<file path="src/rtl/sequencer_fsa_if.sv">
// Handshake bundle between the run controls/decoder and the FSA sequencer.
// The master side drives the controls; the slave side (sequencer) returns the step word and strobes.
interface sequencer_fsa_if;
  logic       run;
  logic       single;
  logic       halt_req;
  logic [2:0] len_code;
  logic [7:0] fsa_out;
  logic       ir_load;
  logic       pc_inc;
  logic       inst_done;
  logic       halted;

  modport master (
    output run, single, halt_req, len_code,
    input  fsa_out, ir_load, pc_inc, inst_done, halted
  );

  modport slave (
    input  run, single, halt_req, len_code,
    output fsa_out, ir_load, pc_inc, inst_done, halted
  );
endinterface

</file>
<file path="src/rtl/sequencer_fsa.sv">
// FSA step generator: fetch steps 0..7, then execute up to the decoder-selected length,
// then wrap to fetch or halt. Outputs are decoded from registered state.
//
//   state   | meaning
//   --------+---------------------------------------------------------------
//   HALTED  | idle, all outputs low except halted; run=1 starts a fetch
//   FETCH   | steps 0..FETCH_LAST, ir_load/pc_inc strobes, length latched at end
//   EXEC    | steps 8..len_q-1, decoder executes the instruction
module sequencer_fsa #(
  parameter int IR_LOAD_STEP = 5,
  parameter int PC_INC_STEP  = 6,
  parameter int FETCH_LAST   = 7
) (
  input  logic           clock,
  input  logic           reset,
  sequencer_fsa_if.slave bus
);

  typedef enum logic [1:0] {
    S_HALTED = 2'd0,
    S_FETCH  = 2'd1,
    S_EXEC   = 2'd2
  } state_t;

  localparam logic [4:0] IR_STEP    = 5'(IR_LOAD_STEP);
  localparam logic [4:0] PC_STEP    = 5'(PC_INC_STEP);
  localparam logic [4:0] LAST_FETCH = 5'(FETCH_LAST);
  localparam logic [4:0] EXEC_FIRST = 5'd8;
  localparam logic [4:0] STEP_MAX   = 5'd23;

  state_t     state_q, state_d;
  logic [4:0] step_q, step_d;
  logic [4:0] len_q, len_d;
  logic [4:0] code_len;
  logic       final_step;
  logic       in_fetch;
  logic       in_exec;
  logic       ir_load_c;
  logic       pc_inc_c;

  always_comb begin
    code_len = 5'd8;
    case (bus.len_code)
      3'd1:    code_len = 5'd10;
      3'd2:    code_len = 5'd12;
      3'd3:    code_len = 5'd14;
      3'd4:    code_len = 5'd24;
      default: code_len = 5'd8;
    endcase
  end

  always_ff @(posedge clock) begin
    if (reset) begin
      state_q <= S_HALTED;
      step_q  <= 5'd0;
      len_q   <= 5'd8;
    end else begin
      state_q <= state_d;
      step_q  <= step_d;
      len_q   <= len_d;
    end
  end

  always_comb begin
    state_d    = state_q;
    step_d     = step_q;
    len_d      = len_q;
    final_step = 1'b0;
    in_fetch   = 1'b0;
    in_exec    = 1'b0;
    ir_load_c  = 1'b0;
    pc_inc_c   = 1'b0;

    case (state_q)
      S_HALTED: begin
        step_d = 5'd0;
        if (bus.run) state_d = S_FETCH;
      end
      S_FETCH: begin
        in_fetch  = 1'b1;
        ir_load_c = (step_q == IR_STEP);
        pc_inc_c  = (step_q == PC_STEP);
        if (step_q == LAST_FETCH) begin
          // Length is taken from the decoder on this step only.
          len_d = code_len;
          if (code_len == 5'd8) begin
            final_step = 1'b1;
          end else begin
            state_d = S_EXEC;
            step_d  = EXEC_FIRST;
          end
        end else begin
          step_d = step_q + 5'd1;
        end
      end
      S_EXEC: begin
        in_exec = 1'b1;
        if ((step_q == len_q - 5'd1) || (step_q >= STEP_MAX)) final_step = 1'b1;
        else step_d = step_q + 5'd1;
      end
      default: begin
        state_d = S_HALTED;
        step_d  = 5'd0;
      end
    endcase

    if (final_step) begin
      step_d = 5'd0;
      if (bus.halt_req || bus.single || !bus.run) state_d = S_HALTED;
      else state_d = S_FETCH;
    end
  end

  assign bus.fsa_out   = (state_q == S_HALTED) ? 8'h00 : {final_step, in_exec, in_fetch, step_q};
  assign bus.ir_load   = ir_load_c;
  assign bus.pc_inc    = pc_inc_c;
  assign bus.inst_done = final_step;
  assign bus.halted    = (state_q == S_HALTED);

endmodule

</file>
<file path="src/flat_wrapper.sv">
// flat-port wrapper written by rule: the top's interface ports become plain ports
module sequencer_fsa_flat 
#(
  parameter int IR_LOAD_STEP = 5,
  parameter int PC_INC_STEP  = 6,
  parameter int FETCH_LAST   = 7
)
  (clock, reset, bus_run, bus_single, bus_halt_req, bus_len_code, bus_fsa_out, bus_ir_load, bus_pc_inc, bus_inst_done, bus_halted);
  sequencer_fsa_if bus_i ();
  input  logic clock;
  input  logic reset;
  input wire logic [$bits(bus_i.run)-1:0] bus_run;
  input wire logic [$bits(bus_i.single)-1:0] bus_single;
  input wire logic [$bits(bus_i.halt_req)-1:0] bus_halt_req;
  input wire logic [$bits(bus_i.len_code)-1:0] bus_len_code;
  output wire logic [$bits(bus_i.fsa_out)-1:0] bus_fsa_out;
  output wire logic [$bits(bus_i.ir_load)-1:0] bus_ir_load;
  output wire logic [$bits(bus_i.pc_inc)-1:0] bus_pc_inc;
  output wire logic [$bits(bus_i.inst_done)-1:0] bus_inst_done;
  output wire logic [$bits(bus_i.halted)-1:0] bus_halted;
  assign bus_i.run = bus_run;
  assign bus_i.single = bus_single;
  assign bus_i.halt_req = bus_halt_req;
  assign bus_i.len_code = bus_len_code;
  assign bus_fsa_out = bus_i.fsa_out;
  assign bus_ir_load = bus_i.ir_load;
  assign bus_pc_inc = bus_i.pc_inc;
  assign bus_inst_done = bus_i.inst_done;
  assign bus_halted = bus_i.halted;
  sequencer_fsa #(.IR_LOAD_STEP(IR_LOAD_STEP), .PC_INC_STEP(PC_INC_STEP), .FETCH_LAST(FETCH_LAST)) u_core (.clock(clock), .reset(reset), .bus(bus_i));
endmodule
</file>
<file path="config.mk">
export PLATFORM = sky130hd
export DESIGN_NAME = sequencer_fsa_flat
export DESIGN_NICKNAME = d
export VERILOG_FILES = /design/src/rtl/sequencer_fsa_if.sv /design/src/rtl/sequencer_fsa.sv /design/src/flat_wrapper.sv
export SDC_FILE = /design/constraint.sdc
export NUM_CORES = 1
export LEC_CHECK = 0
export ABC_CLOCK_PERIOD_IN_PS = 2520
export BUFFER_PORTS_ARGS = -buffer_cell sky130_fd_sc_hd__buf_2
export CORE_MARGIN = 2
export CORE_UTILIZATION = 35
export DETAILED_ROUTE_END_ITERATION = 12
export PLACE_DENSITY = 0.63
export SLEW_MARGIN = 5
export SYNTH_ARGS = -nofsm -noshare
export SYNTH_HDL_FRONTEND = slang
export SYNTH_SLANG_ARGS = --single-unit
</file>
<file path="constraint.sdc">
create_clock -name clock -period 2.52 [get_ports clock]
set_clock_uncertainty 0.1 [all_clocks]
set_input_delay 0.126 -clock clock [delete_from_list [all_inputs] [get_ports clock]]
set_output_delay 0.126 -clock clock [all_outputs]
set_load 0.03 [all_outputs]
</file>
Word-level counts from Yosys, hierarchy flattened
Index checks and enable logic that the tools add are counted.
W data, S select, Z words.
Cells by class
  $add $sub $neg: 2
  magnitude comparators: 1
  equal/unequal tests: 17
  muxes and demuxes: 20
  reduce and logical (&&, ||, !) cells: 9
Operators by type and width (number)
  $pmux W5 S4: 1
  $eq A5 B3 Y1 const B: 3
  $mux W5: 3
  $pmux W5 S2: 1
  $mux W1: 8
  $mux W2: 4
  $mux W8: 1
  $eq A3 B2 Y1 const B: 2
  $ne A3 B2 Y1 const B: 2
  $pmux W2 S3: 1
  $add A5 B1 Y5 const B: 1
  $eq A5 B4 Y1 const B: 1
  $eq A5 B5 Y1: 1
  $ge A5 B5 Y1 const B: 1
  $sub A5 B1 Y5 const B: 1
  $reduce_and A2 Y1: 2
  $reduce_and A4 Y1: 1
  $eq A3 B1 Y1 const B: 1
  $eq A3 B3 Y1 const B: 1
  $logic_or A1 B1 Y1: 3
  $ne A3 B1 Y1 const B: 1
  $ne A3 B3 Y1 const B: 1
  $eq A2 B1 Y1 const B: 1
  $eq A2 B2 Y1 const B: 1
  6 further kinds: 6
Storage, ports and cells
  bits in registers: 12
  bits of input ports: 8
  output and inout bits: 12
  word-level logic and storage cells: 52

Logic depth before layout (Yosys ltp)
Gate-level depths: netlist of run 1.
  word-level depth: 8
  mapped depth: 7
  depth with buffers taken out: 7

Worst setup path after synthesis of run 1
Ideal clock, no wire load.
  path kind: register -> output
  start: reg u_core.step_q[1]
  end: out bus_fsa_out[7]
  arrival time: 2.180 ns
  data required time: 2.294 ns
  path slack: 0.114 ns
  stages on the path, launching flop included: 8
  buffers on the path: 1
  cell sequence: dfxtp_1 -> ha_1 -> clkbuf_1 -> inv_1 -> a211oi_2 -> a211oi_4 -> nor2b_2 -> nor2b_1
Between the ends
  cells in the longest elaborated chain, start to end: 5
  elaborated cells on any way between the ends: 8
  those cells by class: order compare: 1; eq/ne: 2; mux: 4; reduce/logical: 1
Ends and longest elaborated chain
  start, declared: line sequencer_fsa.sv:32  | logic [4:0] step_q, step_d;
  start signal, assigned: line sequencer_fsa.sv:59  | step_q <= step_d;
  $ge A5 B5 Y1 or $eq A5 B5 Y1 (tied branches): line sequencer_fsa.sv:98  | if ((step_q == len_q - 5'd1) || (step_q >= STEP_MAX)) final_step = 1'b1;
  $logic_or A1 B1 Y1: line sequencer_fsa.sv:98
  $mux W1: line sequencer_fsa.sv:98
  $pmux W1 S2 (*): line sequencer_fsa.sv:74  | case (state_q)
  net bus_inst_done: line flat_wrapper.sv:19  | output wire logic [$bits(bus_i.inst_done)-1:0] bus_inst_done;
  $mux W8 (*): line sequencer_fsa.sv:114  | assign bus.fsa_out = (state_q == S_HALTED) ? 8'h00 : {final_step, in_exec, in_fetch, step_q};
  end, declared: line flat_wrapper.sv:16  | output wire logic [$bits(bus_i.fsa_out)-1:0] bus_fsa_out;
The timed path passes the listed nets; every way through them passes the cells marked *.

Worst setup path after layout of run 1
  start: reg u_core.len_q[1]
  end: out bus_fsa_out[7]
Between the ends
  cells in the longest elaborated chain, start to end: 6
Ends and longest elaborated chain
  start, declared: line sequencer_fsa.sv:33  | logic [4:0] len_q, len_d;
  start signal, assigned: line sequencer_fsa.sv:60  | len_q <= len_d;
  $sub A5 B1 Y5: line sequencer_fsa.sv:98
  $eq A5 B5 Y1: line sequencer_fsa.sv:98
  $logic_or A1 B1 Y1: line sequencer_fsa.sv:98
  $mux W1: line sequencer_fsa.sv:98
  $pmux W1 S2: line sequencer_fsa.sv:74
  $mux W8: line sequencer_fsa.sv:114
Every way passes these cells.

==> impl_metrics.tcl, run 1 <==
set metrics [dict create \
    layoutNonFillerInstCount 159 \
    clk_pin_slew_worst_paths_ns 0.07 \
    antenna-diode-count 0 \
    postSynthCellCount 108 \
    drt_first_iter_violations 13 \
    io_pins 20 \
    avgRoutedWirePerCell_um 12.86 \
    multiInputGateArea_um2 644.4 \
    drc 0 \
    startpoint_kind_of_the_worst_setup_timing_path "flip-flop" \
    final-max-slew-violation-count 0 \
    synth.cell_area_um2 880.8 \
    ranking_of_synthesized_cells_by_instance_count "sky130_fd_sc_hd__nand2_1 (11), sky130_fd_sc_hd__nor2_1 (11), sky130_fd_sc_hd__dfxtp_1 (10)" \
    run_status "finished, final reports clean" \
    detail_route.first_pass.iterations 4 \
    cts_tree "yes" \
    root_buffer "sky130_fd_sc_hd__clkbuf_4" \
    syn_to_final_growth_pct 20.74 \
    layout_setup_ws_ns 0.1320 \
    die_w_um 54.17 \
    setup_repair_after_global_routing_missed_its_margin "no" \
    final_core_utilization 0.4372 \
    postSynthRegisterBits 10 \
    dp.final_hpwl_um 1512 \
    tns_ns 0 \
    finalHoldViolCount 0 \
    first_global_vias 652 \
    clock_latency_on_the_worst_skew_pair_ns 0.26 \
    rows 18 \
    htreeDepth 1 \
    number_of_flops_mapped_to_enable_cells_by_yosys 0 \
    max-vdd-ir-drop_mv 0.2013 \
    asyncSetResetFlopFracSynth 0 \
    quantity_of_hold_fixing_buffers_added_after_cts 0 \
    holdCritPathClass "in -> reg" \
    track_usage 0.1458 \
    synth_area_leader_cell "sky130_fd_sc_hd__dfxtp_1" \
    yosysSeqAreaShare 0.2273 \
    data_arrival_time_at_the_worst_slack_endpoint_ns 2.16 \
    max_slew_margin 0.6616 \
    setup.worst_path.class "reg -> out" \
    dp.cells 152 \
    die_y_um 54.17 \
    fmax_mhz 418.8 \
    ys.warnings.count 0 \
    grt_pass1_wl_um 3125 \
    final-seq-area_um2 201.4 \
    cts_num_sinks 10 \
    fin_total_pwr_mw 0.4557 \
    vias_per_cell 5.239 \
    tightest_slew_ns 0.5075 \
    num-nets-final 148 \
    synth_cell_type_count 37 \
    timing.final.crit_share 0.9476 \
    critPathRequiredTime_ns 2.29 \
    portBuffers 19 \
    synthesis.area_per_instance_um2 8.156 \
    area_share_of_the_largest_cell_type_after_synthesis 0.2273 \
    initial_utilization 0.3621 \
    min_period_ns 2.388 \
    maximum_number_of_pins_on_one_net_before_global_route_repair 13 \
    cellPowerDensity_nw_per_um2 428.5 \
    share_of_final_layout_standard_cells_stronger_than_drive_strength_1 0.2868 \
    dr_total_vias 833 \
    maxCapViolations 0 \
    place.gp.congestion 0.7959 \
    synth_fp_nets 125 \
    cts_buffer_depth 2 \
    drt.antenna.violating_nets 0 \
    ys.flop_type "sky130_fd_sc_hd__dfxtp_1" \
    core_um2 2432 \
    crit_path_max_fanout 5 \
    globalRoute.totalOverflow 0 \
    critPathCaptureType "output pin" \
    ys_top_cells_by_area "sky130_fd_sc_hd__dfxtp_1 (23%), sky130_fd_sc_hd__ha_1 (13%), sky130_fd_sc_hd__nand2_1 (4.7%), sky130_fd_sc_hd__nor2_1 (4.7%), sky130_fd_sc_hd__nor2b_1 (3.6%)" \
    grt_antenna_before_repair 0 \
    filler_cell_count 250 \
    power.leakage_nw 0.4157 \
    setup_viol_count_final 0 \
    fp.dieArea_um2 2934 \
    dpl_worst_slack_ns 0.3205 \
    cts_inserted_buffers 3 \
    final_wirelength_um 2044 \
]
## through the flow
step	area (µm²)	hold WS [ns]
CTS	1015	0.07103
detailed placement	992.2	0.3388
floorplan	880.8	0.1803
finish	1064	0.06965
global placement	992.2	0.3276
global route	1064	0.07591
## cells in the final DEF, fill, tap and decap left out, types with 2 or more instances in the layout
master,instances
sky130_fd_sc_hd__buf_2,18
sky130_fd_sc_hd__nor2_1,11
sky130_fd_sc_hd__nand2_1,11
sky130_fd_sc_hd__ha_1,9
sky130_fd_sc_hd__dfxtp_1,9
sky130_fd_sc_hd__inv_1,8
sky130_fd_sc_hd__a21oi_1,6
sky130_fd_sc_hd__buf_4,5
sky130_fd_sc_hd__nor2b_1,4
sky130_fd_sc_hd__nor3_1,4
sky130_fd_sc_hd__o21ai_0,3
sky130_fd_sc_hd__and2_1,3
sky130_fd_sc_hd__mux2i_1,3
sky130_fd_sc_hd__clkbuf_4,3
sky130_fd_sc_hd__xor2_1,2
sky130_fd_sc_hd__o211ai_1,2
sky130_fd_sc_hd__a2111oi_4,2
sky130_fd_sc_hd__nor2b_2,2
sky130_fd_sc_hd__nand4_1,2
sky130_fd_sc_hd__nand3_1,2
sky130_fd_sc_hd__nand4b_1,2
sky130_fd_sc_hd__nor4_1,2
## path summary, 6_finish.rpt
check | startpoint | endpoint | slack [ns] | cells past startpoint
max | u_core.len_q[1] | bus_fsa_out[7] | 0.13 | 7
min | bus_len_code[2] | u_core.len_q[4] | 0.07 | 3
max reg2reg | u_core.state_q[0] | u_core.step_q[4] | 0.29 | 8
min reg2reg | u_core.len_q[2] | u_core.len_q[2] | 0.36 | 2
## power by group
part | internal (mW) | switching, mW | leakage [nW]
clock | 0.0551 | 0.0573 | 0.0138
sequential | 0.166 | 0.0103 | 0.0814
combinational | 0.0607 | 0.107 | 0.321
## sequential cells by signal, summed over array words and instances, names as in the netlist
register        flops
u_core.state_q      2
u_core.len_q        3
u_core.step_q       5
## critical path: stages (launching register included)
cell,delay (ns)
sky130_fd_sc_hd__dfxtp_2,0.36
sky130_fd_sc_hd__inv_1,0.06
sky130_fd_sc_hd__ha_1,0.30
sky130_fd_sc_hd__a222oi_1,0.49
sky130_fd_sc_hd__a211oi_4,0.16
sky130_fd_sc_hd__nor2b_2,0.19
sky130_fd_sc_hd__nor2b_2,0.17
sky130_fd_sc_hd__buf_4,0.16
## area by class of cell
class	instances	share of cell area
Clock buffer	3	0.02118
Timing Repair Buffer	23	0.1200
Tap cell	30	0.03529
Inverter	8	0.02824
Multi-Input combinational cell	85	0.6059
Sequential cell	10	0.1894
## per-layer routing
metal | vias up | wire, µm | GRT usage
met5 | - | 0 | 0
met4 | 0 | 22 | 0.03750
met3 | 2 | 52 | 0.02500
met2 | 11 | 997 | 0.2189
met1 | 401 | 972 | 0.2123
li1 | 419 | - | -
## kinds of logic after synthesis
kind of cell	after synthesis	share of synthesized area
adders and majority gates	9	0.1278
muxes	5	0.06392
AOI/OAI and AO/OA	17	0.1733
buffers and inverters	13	0.05824
and+or+nand+nor	51	0.3196
DFF	10	0.2273
xor gates and xnor gates	3	0.02983
## timing repair
action                                  CTS  global route
resized for setup                         0             5
buffers inserted                          0             4
endpoints found under the setup margin    0             1
No activity file was read; power rests on OpenSTA's default activity.
==> inputs of run 2 (changes only) <==
- PLACE_DENSITY: 0.63 -> default
- SLEW_MARGIN: 5 -> default
==> impl_metrics.tcl, run 2 (synthesized netlist as in run 1, its figures left out) <==
set metrics [dict create \
    final-max-slew-violation-count 0 \
    cts_buffer_depth 2 \
    power.leakage_nw 0.4299 \
    rows 18 \
    root_buffer "sky130_fd_sc_hd__clkbuf_4" \
    final_core_utilization 0.4439 \
    vias_per_cell 5.242 \
    first_global_vias 695 \
    cellPowerDensity_nw_per_um2 446.0 \
    drt.antenna.violating_nets 0 \
    maxCapViolations 0 \
    globalRoute.totalOverflow 0 \
    syn_to_final_growth_pct 22.59 \
    htreeDepth 1 \
    layoutNonFillerInstCount 161 \
    run_status "finished, final reports clean" \
    antenna-diode-count 0 \
    grt_pass1_wl_um 3029 \
    drt_first_iter_violations 18 \
    placedInstanceArea_um2 999.7 \
    min_period_ns 2.324 \
    timing.final.crit_share 0.9224 \
    critPathCaptureType "output pin" \
    die_w_um 54.17 \
    setup.worst_path.class "reg -> out" \
    core_um2 2432 \
    dp.cells 153 \
    maximum_number_of_pins_on_one_net_before_global_route_repair 13 \
    data_arrival_time_at_the_worst_slack_endpoint_ns 2.10 \
    layout.cells.most_common "sky130_fd_sc_hd__buf_2" \
    tns_ns 0 \
    fp.dieArea_um2 2934 \
    combPwrFrac 0.339 \
    fmax_mhz 430.2 \
    clock_latency_on_the_worst_skew_pair_ns 0.27 \
    share_of_final_layout_standard_cells_stronger_than_drive_strength_1 0.2901 \
    finalHoldViolCount 0 \
    critPathRequiredTime_ns 2.29 \
    cts_tree "yes" \
    clock_power_share 0.296 \
    initial_utilization 0.3621 \
    place.gp.congestion 0.8057 \
    setup_viol_count_final 0 \
    io_pins 20 \
    power.net_switching_mw 0.1674 \
    dp.final_hpwl_um 1473 \
    grt_antenna_before_repair 0 \
    portBuffers 19 \
    power_report.internal_total_mw 0.3141 \
    holdCritPathClass "in -> reg" \
    die_y_um 54.17 \
    setup_repair_after_global_routing_missed_its_margin "no" \
    drc 0 \
    final_design_area_no_fill_um2 1080 \
    layout_top_registers "u_core.step_q: 5 flops, u_core.len_q: 3 flops, u_core.state_q: 2 flops" \
    avgRoutedWirePerCell_um 12.07 \
    max-vdd-ir-drop_mv 0.3591 \
    sw_frac_of_total 0.3477 \
    max_slew_margin 0.6914 \
    tightest_slew_ns 0.4629 \
    max_flop_register "u_core.step_q" \
    fin_total_pwr_mw 0.4816 \
    cts_num_sinks 10 \
    cts_inserted_buffers 3 \
    startpoint_kind_of_the_worst_setup_timing_path "flip-flop" \
    largest_reg_flops 5 \
    seq_power_share 0.365 \
    dr_total_vias 844 \
    final_wirelength_um 1943 \
    track_usage 0.1461 \
    final_cell_mix "sky130_fd_sc_hd__buf_2 (19), sky130_fd_sc_hd__nor2_1 (11), sky130_fd_sc_hd__nand2_1 (11)" \
    num-nets-final 149 \
    quantity_of_hold_fixing_buffers_added_after_cts 0 \
    crit_path_max_fanout 6 \
    clk_pin_slew_worst_paths_ns 0.06 \
    detail_route.first_pass.iterations 4 \
]
[run 2: final timing paths]
path,startpoint,endpoint,slack (ns),depth (start not counted)
max reg2reg,u_core.len_q[1],u_core.step_q[4],0.24,8
min reg2reg,u_core.len_q[2],u_core.len_q[2],0.37,2
max,u_core.len_q[1],bus_fsa_out[7],0.20,8
min,bus_len_code[2],u_core.len_q[4],0.05,3
[run 2: final cells by class]
class | instances | area [µm²]
Tap cell | 30 | 37.54
Sequential cell | 10 | 201.4
Fill cell | 258 | 1353
Inverter | 8 | 30.03
Timing Repair Buffer | 24 | 132.6
Clock buffer | 4 | 36.28
Multi-Input combinational cell | 85 | 641.9
[run 2: power by group through the flow]
stage               Combinational [mW]  Clock [mW]  Sequential, mW
floorplan                        0.129           0           0.177
global placement                 0.162           0           0.179
detailed placement               0.165           0           0.179
CTS                              0.165       0.147           0.175
global route                     0.181       0.157           0.177
finish                           0.163       0.142           0.176
[run 2: repair_timing]
item,4_1_cts,5_1_grt
resized for setup,0,2
buffers inserted,0,4
endpoints found under the setup margin,0,1
[run 2: metal layers]
layer	vias to the layer above	part of all wire	GRT usage
met1	394	0.47	0.1886
li1	425	-	-
met5	-	0	0
met4	0	0.011	0.05000
met3	2	0.062	0.05833
met2	23	0.45	0.2189
[run 2: critical path: stages, from the launching register on]
cell	delay, ns
sky130_fd_sc_hd__dfxtp_2	0.36
sky130_fd_sc_hd__inv_1	0.06
sky130_fd_sc_hd__ha_1	0.30
sky130_fd_sc_hd__o211ai_1	0.27
sky130_fd_sc_hd__a2111oi_4	0.07
sky130_fd_sc_hd__a211oi_4	0.36
sky130_fd_sc_hd__nor2b_2	0.08
sky130_fd_sc_hd__nor2b_1	0.13
sky130_fd_sc_hd__buf_2	0.19
[run 2: metrics by stage]
| step | hold WS, ns | setup slack (ns) |
|---|---|---|
| 6_report | 0.05249 | 0.1955 |
| 5_1_grt | 0.06238 | 0.02755 |
| 4_1_cts | 0.04925 | 0.03298 |
| 3_5_place_dp | 0.3278 | 0.3105 |
| 3_3_place_gp | 0.3203 | 0.3592 |
| 2_1_floorplan | 0.1803 | 0.1142 |
